--- config.mk ---
export PLATFORM = sky130hd
export DESIGN_NAME = sram_loader_flat
export DESIGN_NICKNAME = d
export VERILOG_FILES = /design/src/rtl/camera_pkg.sv /design/src/rtl/sram_loader_if.sv /design/src/rtl/sram_loader.sv /design/src/flat_wrapper.sv
export SDC_FILE = /design/constraint.sdc
export NUM_CORES = 1
export LEC_CHECK = 0
export ABC_AREA = 1
export CAP_MARGIN = 0
export CORE_ASPECT_RATIO = 0.8
export CORE_MARGIN = 4
export CORE_UTILIZATION = 50
export DETAILED_ROUTE_END_ITERATION = 7
export GPL_TIMING_DRIVEN = 0
export PLACE_DENSITY = 0.73
export SKIP_LAST_GASP = 1
export SLEW_MARGIN = 30
export SYNTH_ARGS = -nofsm -noshare
export SYNTH_HDL_FRONTEND = slang
export SYNTH_SLANG_ARGS = --single-unit
--- constraint.sdc ---
create_clock -name clk -period 2.07 [get_ports clk]
set_input_delay 0.414 -clock clk [delete_from_list [all_inputs] [get_ports clk]]
set_output_delay 0.414 -clock clk [all_outputs]
set_load 0.01 [all_outputs]
--- src/rtl/camera_pkg.sv ---
// Shared definitions for the camera datapath blocks: loader FSM state
// encoding and the widths of its byte-index and write-strobe counters.
package camera_pkg;

  typedef enum logic [2:0] {
    ST_IDLE      = 3'd0,
    ST_WAIT_BYTE = 3'd1,
    ST_FETCH     = 3'd2,
    ST_SETUP     = 3'd3,
    ST_STROBE    = 3'd4,
    ST_HOLD      = 3'd5,
    ST_DONE      = 3'd6
  } ld_state_e;

  localparam int BYTE_IDX_W = 2;
  localparam int WE_CNT_W   = 4;

  typedef logic [BYTE_IDX_W-1:0] byte_idx_t;
  typedef logic [WE_CNT_W-1:0]   we_cnt_t;

endpackage

--- src/rtl/sram_loader_if.sv ---
// Bus bundle between the SRAM loader, the main sequencer, the RS232C
// receiver and the SRAM write port.
interface sram_loader_if;
  import camera_pkg::*;

  // load_kick is a one-cycle start pulse; load_done a one-cycle end pulse.
  // rs_rx_status high means a byte is held in rs_rx_data; a one-cycle
  // rs_rx_fetch pops it, and status may take one more cycle to drop.
  logic        load_kick;
  logic        load_done;
  logic        load_error;
  logic [17:0] last_addr;
  logic        rs_rx_status;
  logic [7:0]  rs_rx_data;
  logic        rs_rx_fetch;
  logic        s1_WE;
  logic [17:0] s1_Addr;
  logic [31:0] s1_WD;

  modport master (
    input  load_kick, last_addr, rs_rx_status, rs_rx_data,
    output load_done, load_error, rs_rx_fetch, s1_WE, s1_Addr, s1_WD
  );

  modport slave (
    output load_kick, last_addr, rs_rx_status, rs_rx_data,
    input  load_done, load_error, rs_rx_fetch, s1_WE, s1_Addr, s1_WD
  );

endinterface

--- src/rtl/sram_loader.sv ---
// Receives bytes from the RS232C receiver, packs four per word (first byte
// least significant) and writes them to SRAM words 0..last_addr.
module sram_loader
  import camera_pkg::*;
#(
  parameter int unsigned WE_LOW_CYCLES  = 2,
  parameter logic [23:0] TIMEOUT_CYCLES = 24'd5_000_000
) (
  input  logic             clk,
  input  logic             reset_n,
  sram_loader_if.master    bus,
  output ld_state_e        dbg_state_o
);

  localparam we_cnt_t     WE_LAST  = we_cnt_t'(WE_LOW_CYCLES - 1);
  localparam logic [23:0] TMO_LAST = TIMEOUT_CYCLES - 24'd1;

  ld_state_e   state_q;
  logic [17:0] last_q;
  logic [17:0] addr_q;
  logic [31:0] wd_q;
  byte_idx_t   byte_q;
  we_cnt_t     we_cnt_q;
  logic [23:0] tmo_q;
  logic        skip_q;
  logic        we_q;
  logic        fetch_q;
  logic        done_q;
  logic        err_q;

  always_ff @(posedge clk or negedge reset_n) begin
    if (!reset_n) begin
      state_q  <= ST_IDLE;
      last_q   <= '0;
      addr_q   <= '0;
      wd_q     <= '0;
      byte_q   <= '0;
      we_cnt_q <= '0;
      tmo_q    <= '0;
      skip_q   <= 1'b0;
      we_q     <= 1'b1;
      fetch_q  <= 1'b0;
      done_q   <= 1'b0;
      err_q    <= 1'b0;
    end else begin
      fetch_q <= 1'b0;
      done_q  <= 1'b0;
      case (state_q)
        ST_IDLE: begin
          if (bus.load_kick) begin
            last_q  <= bus.last_addr;
            addr_q  <= '0;
            byte_q  <= '0;
            tmo_q   <= '0;
            err_q   <= 1'b0;
            skip_q  <= 1'b0;
            state_q <= ST_WAIT_BYTE;
          end
        end
        ST_WAIT_BYTE: begin
          // skip_q masks the stale status seen right after a fetch
          skip_q <= 1'b0;
          if (bus.rs_rx_status && !skip_q) begin
            fetch_q <= 1'b1;
            state_q <= ST_FETCH;
          end else if (tmo_q == TMO_LAST) begin
            err_q   <= 1'b1;
            done_q  <= 1'b1;
            state_q <= ST_DONE;
          end else begin
            tmo_q <= tmo_q + 24'd1;
          end
        end
        ST_FETCH: begin
          wd_q[{byte_q, 3'b000} +: 8] <= bus.rs_rx_data;
          tmo_q <= '0;
          if (byte_q == byte_idx_t'(3)) begin
            byte_q  <= '0;
            state_q <= ST_SETUP;
          end else begin
            byte_q  <= byte_q + 1'b1;
            skip_q  <= 1'b1;
            state_q <= ST_WAIT_BYTE;
          end
        end
        ST_SETUP: begin
          we_q     <= 1'b0;
          we_cnt_q <= '0;
          state_q  <= ST_STROBE;
        end
        ST_STROBE: begin
          if (we_cnt_q == WE_LAST) begin
            we_q    <= 1'b1;
            state_q <= ST_HOLD;
          end else begin
            we_cnt_q <= we_cnt_q + 1'b1;
          end
        end
        ST_HOLD: begin
          // compare before increment so last_addr = 3FFFF never wraps early
          if (addr_q == last_q) begin
            done_q  <= 1'b1;
            state_q <= ST_DONE;
          end else begin
            addr_q  <= addr_q + 18'd1;
            state_q <= ST_WAIT_BYTE;
          end
        end
        ST_DONE: state_q <= ST_IDLE;
        default: state_q <= ST_IDLE;
      endcase
    end
  end

  assign bus.s1_WE       = we_q;
  assign bus.s1_Addr     = addr_q;
  assign bus.s1_WD       = wd_q;
  assign bus.rs_rx_fetch = fetch_q;
  assign bus.load_done   = done_q;
  assign bus.load_error  = err_q;
  assign dbg_state_o     = state_q;

endmodule

--- src/flat_wrapper.sv ---
// flat-port wrapper written by rule: the top's interface ports become plain ports
module sram_loader_flat import camera_pkg::*;
#(
  parameter int unsigned WE_LOW_CYCLES  = 2,
  parameter logic [23:0] TIMEOUT_CYCLES = 24'd5_000_000
)
  (clk, reset_n, dbg_state_o, bus_load_kick, bus_last_addr, bus_rs_rx_status, bus_rs_rx_data, bus_load_done, bus_load_error, bus_rs_rx_fetch, bus_s1_WE, bus_s1_Addr, bus_s1_WD);
  sram_loader_if bus_i ();
  input  logic clk;
  input  logic reset_n;
  output ld_state_e dbg_state_o;
  input wire logic [$bits(bus_i.load_kick)-1:0] bus_load_kick;
  input wire logic [$bits(bus_i.last_addr)-1:0] bus_last_addr;
  input wire logic [$bits(bus_i.rs_rx_status)-1:0] bus_rs_rx_status;
  input wire logic [$bits(bus_i.rs_rx_data)-1:0] bus_rs_rx_data;
  output wire logic [$bits(bus_i.load_done)-1:0] bus_load_done;
  output wire logic [$bits(bus_i.load_error)-1:0] bus_load_error;
  output wire logic [$bits(bus_i.rs_rx_fetch)-1:0] bus_rs_rx_fetch;
  output wire logic [$bits(bus_i.s1_WE)-1:0] bus_s1_WE;
  output wire logic [$bits(bus_i.s1_Addr)-1:0] bus_s1_Addr;
  output wire logic [$bits(bus_i.s1_WD)-1:0] bus_s1_WD;
  assign bus_i.load_kick = bus_load_kick;
  assign bus_i.last_addr = bus_last_addr;
  assign bus_i.rs_rx_status = bus_rs_rx_status;
  assign bus_i.rs_rx_data = bus_rs_rx_data;
  assign bus_load_done = bus_i.load_done;
  assign bus_load_error = bus_i.load_error;
  assign bus_rs_rx_fetch = bus_i.rs_rx_fetch;
  assign bus_s1_WE = bus_i.s1_WE;
  assign bus_s1_Addr = bus_i.s1_Addr;
  assign bus_s1_WD = bus_i.s1_WD;
  sram_loader #(.WE_LOW_CYCLES(WE_LOW_CYCLES), .TIMEOUT_CYCLES(TIMEOUT_CYCLES)) u_core (.clk(clk), .reset_n(reset_n), .bus(bus_i), .dbg_state_o(dbg_state_o));
endmodule
==> out/results.tsv <==
stage	metric	value	unit
status	status	completed	
cts	clk root buf	clkbuf_16	
yosys	Mean Syn Cell Area	7.47	um^2
detailed_routing	vias	5764	
layout	Area Growth Syn to Fin	23.3	%
critical_path	CP Class	reg2out	
layout	# diodes	0	
yosys	post-synth cell types	44	
yosys	yosys warns	0	
power_and_ir_drop	Clock Power Share	0.201	
detailed_routing	WL per Instance	15.5	um
grt	grt ovf	0	
yosys	post-synthesis cell count	814	
die	starting density of the core	0.520	
timing	hold_ws	0.00241	ns
yosys	Compound-Gate Fraction of Synth Area	0.0801	
layout	layout cells sized above 1	0.0937	
flow_run	Max-Cap Viols	0	
timing	max_slew headroom	0.602	
placement	Placer Congestion	0.974	
grt	wire length of the first global-routing pass	27.7	mm
timing	fin crit period	1.97	ns
cts	CTS tree	yes	
yosys	simple logic cell fraction of the synthesized area	0.360	
layout	Finished Cell Area	7490	um^2
yosys	most common flop cell mapped by yosys	dfrtp_1	
grt	pin count of the biggest net entering global routing	58	
power_and_ir_drop	Int Pwr	0.00498	W
detailed_routing	Detail Route Antenna Nets	0	
placement	pre-CTS WS	-0.447	ns
placement	dpl cell area	7150	um^2
die	IO Pins	87	
critical_path	Worst setup EP type	primary output	
timing	period utilization	0.950	
critical_path	crit path DAT	1.55	ns
power_and_ir_drop	Max IR drop VDD	0.000704	V
critical_path	Worst Path Max Fanout	8	
timing	Final Skew	0.0101	ns
cts	clock buffer count from CTS	9	
placement	I/O Buffers	86	
timing	Final setup viols	0	
placement	HPWL Detailed	12.3	mm
critical_path	Critical-path top delay cell	clkdlybuf4s50_1	
yosys	mux contribution to synthesized area	0	
die	core area	11700	um^2
detailed_routing	Pre-Repair DR Iteration Count	5	
power_and_ir_drop	PD cells	1110	nW/um^2
cts	htree depth	3	
yosys	Post-synth EDFFs	0	
critical_path	CP Cell Sequence	clkdlybuf4s50_1	
yosys	Synth Net Count	854	
cts	Reg clk slew, reported paths	0.07	ns
power_and_ir_drop	Leak	3.31	nW
detailed_routing	total wire length	16.5	mm
layout	nets@finish	953	
die	Rows	35	
layout	Non-Filler Instances	1066	
critical_path	sum of buffers and inverters on the critical path	1	
yosys	main combinational cell family by area after synthesis	simple AND/OR/NAND/NOR gates	
cts	CTS Sinks	106	
detailed_routing	initial DRC count	473	
grt	global router's overall resource usage	0.243	
timing	Worst Max-Slew Pin Slew	0.595	ns
grt	vias in the first global route	5575	
timing	RSZ-0062 raised after global routing	no	
cts	Max clock buf depth	2	
yosys	Mapped Area	6080	um^2
power_and_ir_drop	sequential share of power	0.370	
power_and_ir_drop	switching power	0.00336	W
yosys	Synth Register Bits	106	
critical_path	Required @ worst endpoint	1.66	ns
die	die area	14000	um^2
power_and_ir_drop	Combinational Power Share	0.429	
die	Die Width	131	um
yosys	sequential fraction of the synthesis area	0.437	
timing	Slew Viols, Final	0	
min_path	Hold Crit Class	in2async	
power_and_ir_drop	sw frac	0.403	
critical_path	delay-heaviest family, CP	buffers and inverters	
cts	clock latency on the worst-skew pair	0.35	ns
timing	final worst slack	0.104	ns
critical_path	CP startpoint kind	flop	
cts	hold buffer count at cts	0	
detailed_routing	Post-route DRC	0	
yosys	post-synthesis async set-or-reset flop share	1.00	
yosys	post-synthesis adder-cell area fraction	0.0206	
detailed_routing	post-DR vias/cell	5.41	
timing	Fin. Hold Viols	0	
timing	fmax	509	MHz
grt	initial antenna violation count	0	
die	Chip Height	107	um
critical_path	Worst path max stage delay	0.61	ns
yosys	xor-xnor portion of the synthesized cell area	0.0317	
placement	post-placement cell count	1049	
power_and_ir_drop	Pwr Total	0.00834	W
-- stage by stage --
| step | setup TNS, ns | util |
|---|---|---|
| detailed placement | -8.43 | 0.612 |
| floorplan | 0 | - |
| global route | 0 | 0.641 |
| global placement | -369.93 | 0.609 |
| CTS | 0 | 0.638 |
| finish | 0 | 0.641 |
-- layout make-up --
type / instances / area, um^2
multi-input cells: 612 / 3030
fillers: 983 / 4200
clock inverters: 6 / 48.8
repair buffers: 89 / 905
flip-flops and latches: 106 / 2660
well taps: 148 / 185
inverters: 73 / 278
clock buffers: 10 / 239
plain buffers: 22 / 153
-- flip-flops by register name, indices dropped and copies added (netlist names) --
register and flops:
u_core.bus.load_done 1, u_core.bus.rs_rx_fetch 1, u_core.tmo_q 24, u_core.bus.s1_WE 1, u_core.skip_q 1, u_core.bus.load_error 1
u_core.byte_q 2, u_core.we_cnt_q 4, u_core.bus.s1_Addr 18, u_core.last_q 18, u_core.bus.s1_WD 32, u_core.dbg_state_o 3
-- what timing repair did --
item,4_1_cts,5_1_grt
gates resized for setup,9,5
hold endpoints to repair,0,0
gates cloned,0,0
endpoints found under the setup margin,32,52
setup buffers,0,2
-- synth_stat cells, types with 5 or more instances --
cell	count	area, um^2
o21ai_1	15	75.1
ha_1	10	125
o41ai_1	6	52.6
nand4_1	16	100
clkbuf_1	9	33.8
xor2_1	15	131
dfrtp_1	105	2630
nor3_1	12	60.1
nand3_2	7	70.1
o31ai_1	7	52.6
o21ai_0	39	195
nand2_2	8	50.1
nand3_1	72	360
nor2_1	95	357
inv_1	66	248
nand2_1	270	1010
buf_2	8	40.0
xnor2_1	7	61.3
inv_2	5	18.8
-- cells in the final DEF, fill, tap and decap left out, drive strengths merged --
cell type,n
buf,19
inv,75
xnor2,7
o21ai,58
nor4,3
clkinvlp,2
nand4,17
clkbuf,17
o31ai,7
xor2,15
dfstp,1
o22ai,2
nand2,279
a21o,2
ha,10
a21oi,4
a31o,1
nand3,80
nor3b,1
o41ai,6
o21bai,1
nor2,99
or2,3
nor3,15
nand3b,1
dfrtp,105
clkdlybuf4s50,85
o2111ai,1
clkinv,2
-- worst paths after layout --
check | from | to | slack [ns] | cells past startpoint
max | u_core.dbg_state_o[0] | dbg_state_o[0] | 0.10 | 1
min | reset_n | u_core.last_q[16] | 0.002 | 1
max reg2reg | u_core.tmo_q[0] | u_core.tmo_q[7] | 0.15 | 11
min reg2reg | u_core.bus.s1_WD[31] | u_core.bus.s1_WD[31] | 0.49 | 2
max in group asynchronous | reset_n | u_core.byte_q[0] | 1.42 | 2
min in group clk | u_core.bus.s1_WD[31] | u_core.bus.s1_WD[31] | 0.49 | 2
-- per-layer routing --
layer | part of all wire | global-route usage
met2 | 0.46 | 0.382
met3 | 0.058 | 0.0478
met5 | 0 | 0
met4 | 0.011 | 0.0615
met1 | 0.47 | 0.349
-- logic make-up (layout without fill, tap and decap cells) --
family                   after synthesis  after routing
AO/OA/AOI/OAI                         82             82
adder cells (fa/ha/maj)               10             10
buffers and inverters                 96            200
XOR/XNOR                              22             22
flip-flops                           106            106
AND/OR/NAND/NOR                      498            498
-- power groups by stage --
stage | registers (W) | clock network, W | logic, W
detailed placement | 0.00311 | 0 | 0.00350
CTS | 0.00310 | 0.00172 | 0.00355
finish | 0.00309 | 0.00168 | 0.00358
floorplan | 0.00317 | 0 | 0.00197
global route | 0.00316 | 0.00180 | 0.00396
global placement | 0.00311 | 0 | 0.00340
No activity file was read; power rests on OpenSTA's default activity.
